$ cat src/rtl/sd_channel_arbiter_pkg.sv
// Shared types and constants for the MiSTer block-device channel arbiter.
package sd_arb_pkg;

  typedef enum logic [1:0] {IDLE, REQ, XFER, DONE} state_t;

  localparam int N_REQ_DEF = 3;
  localparam int LBA_W_DEF = 32;

  localparam int FDD1 = 0;
  localparam int HDD  = 1;
  localparam int FDD2 = 2;

  // Index width that stays at least one bit for degenerate sizes.
  function automatic int idx_w(input int n);
    return (n > 1) ? $clog2(n) : 1;
  endfunction

endpackage

$ cat src/rtl/sd_channel_arbiter_if.sv
// Requester-side and host-side signals of the shared block-device channel.
interface sd_channel_arbiter_if #(
  parameter int N_REQ = 3,
  parameter int LBA_W = 32
);
  logic [N_REQ*LBA_W-1:0] req_lba;
  logic [N_REQ-1:0]       req_rd;
  logic [N_REQ-1:0]       req_wr;
  logic [N_REQ-1:0]       req_ack;
  logic [N_REQ*8-1:0]     req_buff_din;
  logic [N_REQ-1:0]       req_buff_wr;
  logic [LBA_W-1:0]       sd_lba;
  logic                   sd_rd;
  logic                   sd_wr;
  logic                   sd_ack;
  logic                   sd_buff_wr;
  logic [7:0]             sd_buff_din;
  logic [N_REQ-1:0]       grant;
  logic                   busy;
  logic                   timeout_err;

  modport master (
    input  req_lba, req_rd, req_wr, req_buff_din, sd_ack, sd_buff_wr,
    output req_ack, req_buff_wr, sd_lba, sd_rd, sd_wr, sd_buff_din,
           grant, busy, timeout_err
  );

  modport slave (
    output req_lba, req_rd, req_wr, req_buff_din, sd_ack, sd_buff_wr,
    input  req_ack, req_buff_wr, sd_lba, sd_rd, sd_wr, sd_buff_din,
           grant, busy, timeout_err
  );
endinterface

$ cat src/rtl/sd_channel_arbiter_rr_pick.sv
// Combinational round-robin selector: first pending index at or above rr_ptr, wrapping.
module rr_pick #(
  parameter int N_REQ = 3,
  parameter int IDX_W = 2
) (
  input  logic [N_REQ-1:0] pend,
  input  logic [IDX_W-1:0] rr_ptr,
  output logic [IDX_W-1:0] winner,
  output logic             valid
);
  always_comb begin
    winner = '0;
    valid  = 1'b0;
    // Walk offsets from farthest to nearest so the nearest pending index wins.
    for (int k = N_REQ - 1; k >= 0; k--) begin
      int idx;
      idx = (int'(rr_ptr) + k) % N_REQ;
      if (pend[idx]) begin
        winner = IDX_W'(idx);
        valid  = 1'b1;
      end
    end
  end
endmodule

$ cat src/rtl/sd_channel_arbiter.sv
// Round-robin owner of the single host block-device channel (floppy 1, HDD, floppy 2).
module sd_channel_arbiter
  import sd_arb_pkg::*;
#(
  parameter int N_REQ          = N_REQ_DEF,
  parameter int LBA_W          = LBA_W_DEF,
  parameter int TIMEOUT_CYCLES = 0
) (
  input  logic                 clk,
  input  logic                 reset,
  sd_channel_arbiter_if.master bus
);
  localparam int IDX_W = idx_w(N_REQ);
  localparam int CNT_W = idx_w((TIMEOUT_CYCLES > 1) ? TIMEOUT_CYCLES : 2);
  localparam logic [CNT_W-1:0] CNT_LAST = CNT_W'((TIMEOUT_CYCLES > 0) ? TIMEOUT_CYCLES - 1 : 0);

  state_t           state;
  logic [IDX_W-1:0] rr_ptr, winner;
  logic             valid;
  logic [N_REQ-1:0] pend, grant_q;
  logic [LBA_W-1:0] lba_q, lba_sel;
  logic             rd_q, wr_q, te_q, ack_d;
  logic [CNT_W-1:0] cnt;
  logic [7:0]       din_sel;

  assign pend = bus.req_rd | bus.req_wr;

  rr_pick #(.N_REQ(N_REQ), .IDX_W(IDX_W)) u_pick (
    .pend   (pend),
    .rr_ptr (rr_ptr),
    .winner (winner),
    .valid  (valid)
  );

  assign lba_sel = bus.req_lba[int'(winner)*LBA_W +: LBA_W];

  always_comb begin
    din_sel = '0;
    for (int i = 0; i < N_REQ; i++)
      if (grant_q[i]) din_sel = din_sel | bus.req_buff_din[i*8 +: 8];
  end

  always_ff @(posedge clk) begin
    if (reset) begin
      state   <= IDLE;
      rr_ptr  <= '0;
      grant_q <= '0;
      rd_q    <= 1'b0;
      wr_q    <= 1'b0;
      lba_q   <= '0;
      te_q    <= 1'b0;
      cnt     <= '0;
      ack_d   <= 1'b0;
    end else begin
      ack_d <= bus.sd_ack;
      te_q  <= 1'b0;
      case (state)
        IDLE: if (valid) begin
          state   <= REQ;
          grant_q <= N_REQ'(1) << winner;
          lba_q   <= lba_sel;
          // A simultaneous write stays pending and is served on a later grant.
          rd_q    <= bus.req_rd[winner];
          wr_q    <= bus.req_wr[winner] & ~bus.req_rd[winner];
          rr_ptr  <= (winner == IDX_W'(N_REQ - 1)) ? '0 : winner + 1'b1;
          cnt     <= '0;
        end
        REQ: begin
          if (~ack_d & bus.sd_ack) begin
            state <= XFER;
            rd_q  <= 1'b0;
            wr_q  <= 1'b0;
          end else if (TIMEOUT_CYCLES > 0 && cnt == CNT_LAST) begin
            state   <= IDLE;
            rd_q    <= 1'b0;
            wr_q    <= 1'b0;
            grant_q <= '0;
            te_q    <= 1'b1;
          end else begin
            cnt <= cnt + 1'b1;
          end
        end
        XFER: if (ack_d & ~bus.sd_ack) state <= DONE;
        DONE: begin
          grant_q <= '0;
          state   <= IDLE;
        end
        default: state <= IDLE;
      endcase
    end
  end

  assign bus.req_ack     = {N_REQ{bus.sd_ack}} & grant_q;
  assign bus.req_buff_wr = {N_REQ{bus.sd_buff_wr & bus.sd_ack}} & grant_q;
  assign bus.sd_buff_din = din_sel;
  assign bus.sd_lba      = lba_q;
  assign bus.sd_rd       = rd_q;
  assign bus.sd_wr       = wr_q;
  assign bus.grant       = grant_q;
  assign bus.busy        = (state != IDLE);
  assign bus.timeout_err = te_q;
endmodule

$ cat src/flat_wrapper.sv
// flat-port wrapper written by rule: the top's interface ports become plain ports
module sd_channel_arbiter_flat import sd_arb_pkg::*;
#(
  parameter int N_REQ          = N_REQ_DEF,
  parameter int LBA_W          = LBA_W_DEF,
  parameter int TIMEOUT_CYCLES = 0
)
  (clk, reset, bus_req_lba, bus_req_rd, bus_req_wr, bus_req_buff_din, bus_sd_ack, bus_sd_buff_wr, bus_req_ack, bus_req_buff_wr, bus_sd_lba, bus_sd_rd, bus_sd_wr, bus_sd_buff_din, bus_grant, bus_busy, bus_timeout_err);
  sd_channel_arbiter_if #(.N_REQ(N_REQ), .LBA_W(LBA_W)) bus_i ();
  input  logic clk;
  input  logic reset;
  input wire logic [$bits(bus_i.req_lba)-1:0] bus_req_lba;
  input wire logic [$bits(bus_i.req_rd)-1:0] bus_req_rd;
  input wire logic [$bits(bus_i.req_wr)-1:0] bus_req_wr;
  input wire logic [$bits(bus_i.req_buff_din)-1:0] bus_req_buff_din;
  input wire logic [$bits(bus_i.sd_ack)-1:0] bus_sd_ack;
  input wire logic [$bits(bus_i.sd_buff_wr)-1:0] bus_sd_buff_wr;
  output wire logic [$bits(bus_i.req_ack)-1:0] bus_req_ack;
  output wire logic [$bits(bus_i.req_buff_wr)-1:0] bus_req_buff_wr;
  output wire logic [$bits(bus_i.sd_lba)-1:0] bus_sd_lba;
  output wire logic [$bits(bus_i.sd_rd)-1:0] bus_sd_rd;
  output wire logic [$bits(bus_i.sd_wr)-1:0] bus_sd_wr;
  output wire logic [$bits(bus_i.sd_buff_din)-1:0] bus_sd_buff_din;
  output wire logic [$bits(bus_i.grant)-1:0] bus_grant;
  output wire logic [$bits(bus_i.busy)-1:0] bus_busy;
  output wire logic [$bits(bus_i.timeout_err)-1:0] bus_timeout_err;
  assign bus_i.req_lba = bus_req_lba;
  assign bus_i.req_rd = bus_req_rd;
  assign bus_i.req_wr = bus_req_wr;
  assign bus_i.req_buff_din = bus_req_buff_din;
  assign bus_i.sd_ack = bus_sd_ack;
  assign bus_i.sd_buff_wr = bus_sd_buff_wr;
  assign bus_req_ack = bus_i.req_ack;
  assign bus_req_buff_wr = bus_i.req_buff_wr;
  assign bus_sd_lba = bus_i.sd_lba;
  assign bus_sd_rd = bus_i.sd_rd;
  assign bus_sd_wr = bus_i.sd_wr;
  assign bus_sd_buff_din = bus_i.sd_buff_din;
  assign bus_grant = bus_i.grant;
  assign bus_busy = bus_i.busy;
  assign bus_timeout_err = bus_i.timeout_err;
  sd_channel_arbiter #(.N_REQ(N_REQ), .LBA_W(LBA_W), .TIMEOUT_CYCLES(TIMEOUT_CYCLES)) u_core (.clk(clk), .reset(reset), .bus(bus_i));
endmodule
$ cat config.mk
export PLATFORM = sky130hd
export DESIGN_NAME = sd_channel_arbiter_flat
export DESIGN_NICKNAME = d
export VERILOG_FILES = /design/src/rtl/sd_channel_arbiter_pkg.sv /design/src/rtl/sd_channel_arbiter_if.sv /design/src/rtl/sd_channel_arbiter_rr_pick.sv /design/src/rtl/sd_channel_arbiter.sv /design/src/flat_wrapper.sv
export SDC_FILE = /design/constraint.sdc
export NUM_CORES = 1
export LEC_CHECK = 0
export BUFFER_PORTS_ARGS = -buffer_cell sky130_fd_sc_hd__buf_2
export CELL_PAD_IN_SITES_DETAIL_PLACEMENT = 0
export CELL_PAD_IN_SITES_GLOBAL_PLACEMENT = 2
export CORE_ASPECT_RATIO = 0.75
export CORE_MARGIN = 5
export CORE_UTILIZATION = 22
export CTS_CLUSTER_SIZE = 20
export DETAILED_ROUTE_END_ITERATION = 7
export PLACE_DENSITY_LB_ADDON = 0.1
export SLEW_MARGIN = 10
export SYNTH_ARGS = -nofsm -noshare
export SYNTH_HDL_FRONTEND = slang
export SYNTH_SLANG_ARGS = --single-unit
$ cat constraint.sdc
create_clock -name clk -period 5.6 [get_ports clk]
set_clock_uncertainty 0.05 [all_clocks]
set_input_delay 1.12 -clock clk [delete_from_list [all_inputs] [get_ports clk]]
set_output_delay 1.12 -clock clk [all_outputs]
set_load 0.1 [all_outputs]
==> flow_metrics.tcl <==
set metrics [dict create \
    yosys_warnings 0 \
    grt_pass1_vias 2627 \
    netlist_instances 293 \
    syn-num-nets 430 \
    rsz0062_at_grt "no" \
    clock_latency_ps 280 \
    die_h_um 102 \
    cts_resized 0 \
    dr_total_vias 2791 \
    routed_wirelength_um 9090 \
    synthFlopType "dfxtp_1" \
    holdBufCountCts 0 \
    max-slew-margin-rel_pct 28.3 \
    hold_viol 0 \
    drt_iter0_drc 110 \
    antenna_found_initial 0 \
    wl_met3_um 725 \
    critPathRequiredTime_ps 5730 \
    syn2layout_area_growth_pct 44.9 \
    rows 33 \
    dr_wl_met2_um 4180 \
    drive_gt1_share_pct 44.4 \
    setup_viol_count_final 0 \
    maxCapViolCount 0 \
    gr-total-overflow 0 \
    worst_slew_pin_slew_ps 1070 \
    drv_slew 0 \
    routabilityCongestion 0.760 \
    fillerInstances 1199 \
    period_needed_ps 3180 \
    h-tree-depth 2 \
    cts.sinks 42 \
    tns_ps 0 \
    synth_enable_flop_cells 0 \
    cts_buffers 5 \
    grt_max_degree 47 \
    multi_input_comb_area_um2 1400 \
    finalCritPeriodShare_pct 56.7 \
    ant_nets 0 \
    ys_seq_area_share_pct 34.2 \
    initial_core_util_pct 22.5 \
    cp-start-kind "input pin" \
    drc 0 \
    synth_area_leaders "dfxtp_1, a22oi_1, a311oi_1" \
    seq_area_um2 841 \
    status "finished clean" \
    fmax_mhz 315 \
    synth_top_area_share_pct 34.2 \
    cts_tree "done" \
    critPathCaptureType "flop" \
    finalNetCount 595 \
    yosys.cell_count.top_type "dfxtp_1" \
    crit_type "in -> reg" \
    synth_top_cell_by_area "dfxtp_1" \
    ys_ff_latch 42 \
    cts_setup_buffers 0 \
    root_buffer "clkbuf_16" \
    avgSynthCellArea_um2 8.40 \
    clockBufferDepth 2 \
    antenna_cells 0 \
    avgRoutedWirePerCell_um 15.2 \
    synth_cell_types 40 \
    via_per_inst 4.66 \
    grt_pass1_wl_um 13700 \
    core_um2 10900 \
    drt-met1-wl_um 4100 \
    crit_fanout 24 \
    syn_area_um2 2460 \
    dieArea_um2 13400 \
    min-delay-path-class "reg -> reg" \
    groute.usage.overall_pct 12.6 \
    cts.clk_slew.worst_paths_ps 60 \
    crit_arrival_ps 3310 \
    async_reset_ff_share_pct 0 \
    die_width_um 132 \
    port_buffers 181 \
    hpwl_um 6790 \
    ios 183 \
    dr.pass1.iters 5 \
    highest_layer "met4" \
    utilization_pct 32.6 \
    synth_commonest_cells "dfxtp_1, nor2_1, nand2_1, a22oi_1, a311oi_1" \
]
-- stage by stage --
step	std cells	hold WS (ps)	cell area (um^2)	setup WS, ps
after floorplan	293	418	2460	2330
after global routing	599	458	3570	2210
after CTS	599	441	3570	2410
after global placement	591	426	3420	2140
after detailed placement	591	431	3420	2100
final	599	438	3570	2420
-- worst paths after layout --
kind | cells past startpoint | slack, ps | to | from
hold / removal | 2 | 440 | u_core.bus.sd_wr | u_core.bus.sd_wr
setup / recovery | 6 | 2420 | u_core.bus.sd_lba[29] | bus_req_rd[0]
setup reg to reg | 7 | 2580 | u_core.bus.sd_lba[29] | u_core.rr_ptr[0]
hold reg to reg | 2 | 440 | u_core.bus.sd_wr | u_core.bus.sd_wr
-- layout make-up --
class / count / share of cell area [%]
Multi-Input combinational cell: 205 / 39.2
Inverter: 20 / 2.10
Sequential cell: 42 / 23.6
Tap cell: 140 / 4.91
Clock buffer: 7 / 4.00
Timing Repair Buffer: 184 / 26.0
Clock inverter: 1 / 0.140
-- placed cells by master, fill, tap and decap left out, types with 3 or more instances in the layout --
cell / n
a21oi_1: 4
a222oi_1: 8
a22oi_1: 32
a311oi_1: 25
a311oi_2: 7
and2_1: 4
and3_1: 4
buf_2: 181
buf_4: 3
clkbuf_16: 5
dfxtp_1: 42
ha_1: 7
inv_1: 20
mux2i_1: 3
nand2_1: 36
nand3_1: 4
nor2_1: 41
o21ai_0: 5
-- registers in the layout, indices dropped and copies added (netlist names) --
register           count
u_core.ack_d           1
u_core.rr_ptr          2
u_core.bus.grant       3
u_core.bus.sd_rd       1
u_core.state           2
u_core.bus.sd_wr       1
u_core.bus.sd_lba     32
-- cell families (layout without fill, tap and decap cells) --
family / count (synthesis) / in the layout / share of synthesized area [%]
AOI/OAI and AO/OA: 97 / 97 / 35.0
and+or+nand+nor: 97 / 97 / 16.9
buffers and inverters: 46 / 212 / 9.00
DFF: 42 / 42 / 34.2
adders and majority gates: 7 / 7 / 3.56
muxes: 3 / 3 / 1.22
other: 1 / 1 / 0.152
-- worst max-delay path: stages --
cell and delay [ps]:
buf_2 130, or3b_4 400, a2111oi_4 810, buf_4 420, a22oi_1 150, a311oi_1 260
-- routing by layer --
metal,vias to the layer above,global-route usage (%)
met1,1252,16.3
met4,0,3.40
met3,7,4.72
li1,1426,-
met2,106,19.7
met5,-,0
Power is left out: the tool's default activity adds up to more than one toggle a clock period on the data nets, which glitch-free logic cannot reach.
